**config.mk**
```make
export PLATFORM = sky130hd
export DESIGN_NAME = lpc_cycle_serializer
export DESIGN_NICKNAME = d
export VERILOG_FILES = /design/src/rtl/lpc_cycle_serializer.sv
export SDC_FILE = /design/constraint.sdc
export NUM_CORES = 1
export LEC_CHECK = 0
export ABC_AREA = 0
export CAP_MARGIN = 30
export CORE_AREA = 5 5 306 308
export CTS_BUF_LIST = sky130_fd_sc_hd__clkbuf_16
export DETAILED_ROUTE_END_ITERATION = 10
export DIE_AREA = 0 0 311 313
export PLACE_DENSITY_LB_ADDON = 0.2
export SLEW_MARGIN = 20
export SYNTH_ARGS = -nofsm -noshare
export SYNTH_HDL_FRONTEND = slang
export SYNTH_SLANG_ARGS = --single-unit
```
**constraint.sdc**
```tcl
create_clock -name clk_i -period 5.1 [get_ports clk_i]
set_clock_uncertainty 0.15 [all_clocks]
set_input_delay 0.765 -clock clk_i [delete_from_list [all_inputs] [get_ports clk_i]]
set_output_delay 0.765 -clock clk_i [all_outputs]
set_load 0.005 [all_outputs]
```
**src/rtl/lpc_cycle_serializer.sv**
```systemverilog
// Buffers 32-bit LPC cycle records in a FIFO and replays each one as a framed
// 5-byte stream (sync, addr hi, addr lo, data, type) on a valid/ready byte port.
module lpc_cycle_serializer #(
  parameter int          DEPTH_LOG2 = 4,
  parameter logic [7:0]  SYNC_BYTE  = 8'h55
) (
  input  logic                  clk_i,
  input  logic                  nrst_i,
  input  logic [31:0]           tdata_i,
  input  logic                  ready_i,
  output logic [7:0]            byte_o,
  output logic                  byte_valid_o,
  input  logic                  byte_ready_i,
  input  logic                  clr_ovf_i,
  output logic                  overflow_o,
  output logic [7:0]            drop_cnt_o,
  output logic [DEPTH_LOG2:0]   level_o
);

  localparam int                DEPTH      = 1 << DEPTH_LOG2;
  localparam logic [DEPTH_LOG2:0] FULL_LEVEL = {1'b1, {DEPTH_LOG2{1'b0}}};

  typedef enum logic [2:0] {
    S_IDLE,
    S_SYNC,
    S_AHI,
    S_ALO,
    S_DAT,
    S_TYP
  } state_e;

  logic [31:0]           mem_q [DEPTH];
  logic [DEPTH_LOG2-1:0] wr_ptr_q, rd_ptr_q;
  logic [DEPTH_LOG2:0]   level_q;
  state_e                state_q;
  logic [31:0]           shadow_q;
  logic [7:0]            byte_q;
  logic                  valid_q;
  logic                  ovf_q;
  logic [7:0]            drop_q;

  logic handshake, fifo_empty, fifo_full, pop, push, drop;

  assign handshake  = valid_q & byte_ready_i;
  assign fifo_empty = (level_q == '0);
  assign fifo_full  = (level_q == FULL_LEVEL);
  // A pop frees a slot on the same edge, so a push into a full FIFO is still accepted.
  assign pop  = !fifo_empty && ((state_q == S_IDLE) || (state_q == S_TYP && handshake));
  assign push = ready_i && (!fifo_full || pop);
  assign drop = ready_i && fifo_full && !pop;

  // NOTE: the record storage carries no reset; pointers and level alone define validity.
  always_ff @(posedge clk_i) begin
    if (push) mem_q[wr_ptr_q] <= tdata_i;
  end

  // NOTE: sequential state uses non-blocking assignments so every register samples pre-edge values.
  always_ff @(posedge clk_i or negedge nrst_i) begin
    if (!nrst_i) begin
      wr_ptr_q <= '0;
      rd_ptr_q <= '0;
      level_q  <= '0;
    end else begin
      if (push) wr_ptr_q <= wr_ptr_q + 1'b1;
      if (pop)  rd_ptr_q <= rd_ptr_q + 1'b1;
      if (push && !pop)      level_q <= level_q + 1'b1;
      else if (pop && !push) level_q <= level_q - 1'b1;
    end
  end

  always_ff @(posedge clk_i or negedge nrst_i) begin
    if (!nrst_i) begin
      ovf_q  <= 1'b0;
      drop_q <= '0;
    end else if (clr_ovf_i) begin
      ovf_q  <= 1'b0;
      drop_q <= '0;
    end else if (drop) begin
      ovf_q <= 1'b1;
      if (drop_q != 8'hFF) drop_q <= drop_q + 1'b1;
    end
  end

  always_ff @(posedge clk_i or negedge nrst_i) begin
    if (!nrst_i) begin
      state_q  <= S_IDLE;
      shadow_q <= '0;
      byte_q   <= '0;
      valid_q  <= 1'b0;
    end else if (pop) begin
      state_q  <= S_SYNC;
      shadow_q <= mem_q[rd_ptr_q];
      byte_q   <= SYNC_BYTE;
      valid_q  <= 1'b1;
    end else if (handshake) begin
      unique case (state_q)
        S_SYNC: begin state_q <= S_AHI; byte_q <= shadow_q[31:24]; end
        S_AHI:  begin state_q <= S_ALO; byte_q <= shadow_q[23:16]; end
        S_ALO:  begin state_q <= S_DAT; byte_q <= shadow_q[15:8];  end
        S_DAT:  begin state_q <= S_TYP; byte_q <= shadow_q[7:0];   end
        default: begin
          state_q <= S_IDLE;
          byte_q  <= '0;
          valid_q <= 1'b0;
        end
      endcase
    end
  end

  assign byte_o       = byte_q;
  assign byte_valid_o = valid_q;
  assign overflow_o   = ovf_q;
  assign drop_cnt_o   = drop_q;
  assign level_o      = level_q;

endmodule

```
==> summary.txt <==
Outcome
  – Outcome: finished clean

GRT
  – Grt ovf: 0
  – Total GRT Usage: 11.53%
  – Number of global-route vias before repair: 11130
  – Pin count of the biggest net entering global routing: 64
  – First-pass GRT wire length: 83390 um
  – Antenna violations before repair: 4

Clocking
  – CTS sink count: 578
  – Setup Fix Bufs, Post-CTS: 0
  – Root buffer cell: clkbuf_16
  – CTS tree: done
  – Total CTS buffers: 61
  – Later-pin clock latency in the skew report: 620 ps
  – CTS max path bufs: 3
  – Clk slew on worst S/H paths: 70 ps
  – CTS H-Tree Depth: 2

Floorplan
  – IO Pins: 60
  – Die Area: 0.09734 mm^2
  – Core area: 0.09083 mm^2
  – Site Rows: 111
  – Die W: 311 um
  – Initial Utilization: 24.70%
  – Die H: 313 um

Synth
  – Synth top area share: 68.53%
  – Synth unique cells: 47
  – Post-synthesis area per instance: 21.11 um^2
  – Synthesis Warnings: 0
  – Post-Syn Area: 0.02244 mm^2
  – Register area share after synthesis: 75.89%
  – Ys flop type: edfxtp_1
  – EDFF count, synth: 512
  – Cell taking the most area after synthesis: edfxtp_1
  – FFs w/ async S/R, synth: 11.42%
  – Syn_nets: 1111
  – Most frequent cell after synthesis: edfxtp_1
  – Top post-synthesis cells by area: edfxtp_1 (69%), mux4_2 (13%), dfrtp_1 (7.4%)
  – Post-Synthesis Cells: 1063
  – Commonest cells in the synthesized netlist: edfxtp_1 (512), mux4_2 (128), mux2i_1 (73)
  – #FFs+latches synth: 578

Detailed routing
  – Detail Route Antenna Nets: 0
  – Initial DRC Count: 819
  – Total Wirelength: 57120 um
  – DRT Pass-1 Iters: 5
  – Via density: 4.456
  – WL/cell: 23.74 um
  – Drt drc: 0
  – DR vias: 10720

Critical path
  – CP Max Fanout: 17
  – Worst reg-to-reg path cell count: 7
  – CP Data Required Time: 5270 ps
  – WS Path Type: reg -> reg
  – Crit path launch: state_q[1]$_DFFE_PN0P_
  – Crit path arrival time: 3560 ps
  – RR Startpoint: state_q[1]$_DFFE_PN0P_
  – Critical Path End Type: flop
  – Reg-to-reg endpoint: mem_q[5][2]$_DFFE_PP_
  – R2R Setup Slk: 1710 ps
  – Crit path launch type: flop

Place
  – PortBufs: 59
  – Post-DP HPWL: 36080 um
  – Pre-CTS setup slack: 1272 ps
  – Gpl congestion: 0.7544

Timing
  – Hold Worst Slack: 344.5 ps
  – F_max: 294.9 MHz
  – Min Tclk post-route: 3391 ps
  – RSZ-0062 raised after global routing: false
  – Final Hold Vio Count: 0
  – Worst relative slew slack: 40.70%
  – Total negative slack: 0 ps
  – Final period util: 66.49%
  – Setup violators final: 0
  – Slew @ Worst Pin: 889.5 ps
  – Max-slew violations: 0
  – Setup WS post-layout: 1709 ps

Power
  – Pwr per Cell Area: 557.2 mW/mm^2
  – Leak pwr: 8.672 nW
  – VDD IR max: 0.2934 mV

Min path
  – Worst Hold Depth: 2
  – Hold path startpoint: overflow_o$_DFFE_PN0P_
  – Endpoint, Worst Hold: overflow_o$_DFFE_PN0P_
  – HP Class: reg -> reg

Cells and area
  – Layout cells sized above 1: 23.97%
  – Filler cells: 8937
  – Layout Utilization: 29.37%
  – Nets: 1216
  – Area delta synth->final: 18.89%

Job
  – Max-cap viol count: 0
[power breakdown]
group          leakage [nW]  internal (W)  total (W)  switching, W
clock                  1.00       0.00242    0.00424       0.00182
combinational          2.22       0.00189    0.00416       0.00227
sequential             5.44       0.00582    0.00646      0.000643
[cell type report]
type                       instances  area [um^2]  area share [%]
antenna                            2        5.005         0.01876
clock buffer                      61         1526           5.723
clock inverter                    52        381.6           1.431
inverter                           5        18.77         0.07036
multi-input combinational        421         5233           19.62
sequential                       578        17040           63.87
tap                             1186         1484           5.563
timing repair buffer             101        988.4           3.706
[how the worst max path moves through the flow]
stage / to / slack, ps / depth (start not counted)
after global routing: level_o[4]$_DFFE_PN0P_ / 1490 / 12
final: mem_q[5][2]$_DFFE_PP_ / 1710 / 7
after CTS: mem_q[5][5]$_DFFE_PP_ / 1700 / 7
after detailed placement: mem_q[5][5]$_DFFE_PP_ / 1270 / 8
after floorplan: mem_q[0][0]$_DFFE_PP_ / 630 / 7
after global placement: level_o[4]$_DFFE_PN0P_ / 1240 / 13
[worst max-delay path, cell delays in order (launching register included)]
cell	delay (ps)
dfrtp_1	590
nor2b_1	520
a32o_2	350
o21a_1	180
buf_4	190
nand2_1	240
nor2_4	600
buf_12	250
[timing repair]
item,CTS,global route
hold endpoints to repair,17,0
hold buffers,1,0
resized for setup,0,0
endpoints found under the setup margin,0,0
[per-stage QoR]
stage / power (W) / cells / cell area, um^2
global route: 0.01560 / 2404 / 26670
global placement: 0.01078 / 2289 / 24720
detailed placement: 0.01083 / 2290 / 24750
CTS: 0.01513 / 2404 / 26670
floorplan: 0.009049 / 1063 / 22440
finish: 0.01486 / 2406 / 26670
[cell families (layout without fill, tap and decap cells)]
family	count (synthesis)	count (layout)	share of synthesized area, %
XOR/XNOR	17	17	0.6636
buffers and inverters	64	219	1.299
other	0	2	0
AO/OA/AOI/OAI	75	75	2.582
flip-flops	578	578	75.89
multiplexers	203	203	16.21
AND/OR/NAND/NOR	115	115	2.710
adder cells (fa/ha/maj)	11	11	0.6469
[registers in the layout, summed over array words and instances (netlist names)]
| name | flops |
|---|---|
| mem_q | 512 |
| shadow_q | 32 |
| byte_o | 8 |
| drop_cnt_o | 8 |
| level_o | 5 |
| rd_ptr_q | 4 |
| wr_ptr_q | 4 |
| state_q | 3 |
| byte_valid_o | 1 |
| overflow_o | 1 |
[placed cells by master (no fill, tap or decap), drive strengths merged, types with 27 or more instances in the layout]
| cell | Yosys | final |
|---|---|---|
| edfxtp | 512 | 512 |
| nand2 | 53 | 53 |
| mux4 | 128 | 128 |
| mux2i | 73 | 73 |
| dfrtp | 66 | 66 |
| clkdlybuf4s50 | 0 | 58 |
| clkbuf | 21 | 61 |
| clkinv | 0 | 27 |
| o221ai | 32 | 32 |
| buf | 38 | 42 |
[routing by layer]
layer	global-route usage (%)	wire length, um	share of wire (%)
met1	17.56	28390	50
met4	2.689	1031	1.8
met3	2.255	2824	4.9
met5	0	10	0.018
met2	17.05	24870	44
Note: power is estimated with default switching activity, not from simulation.
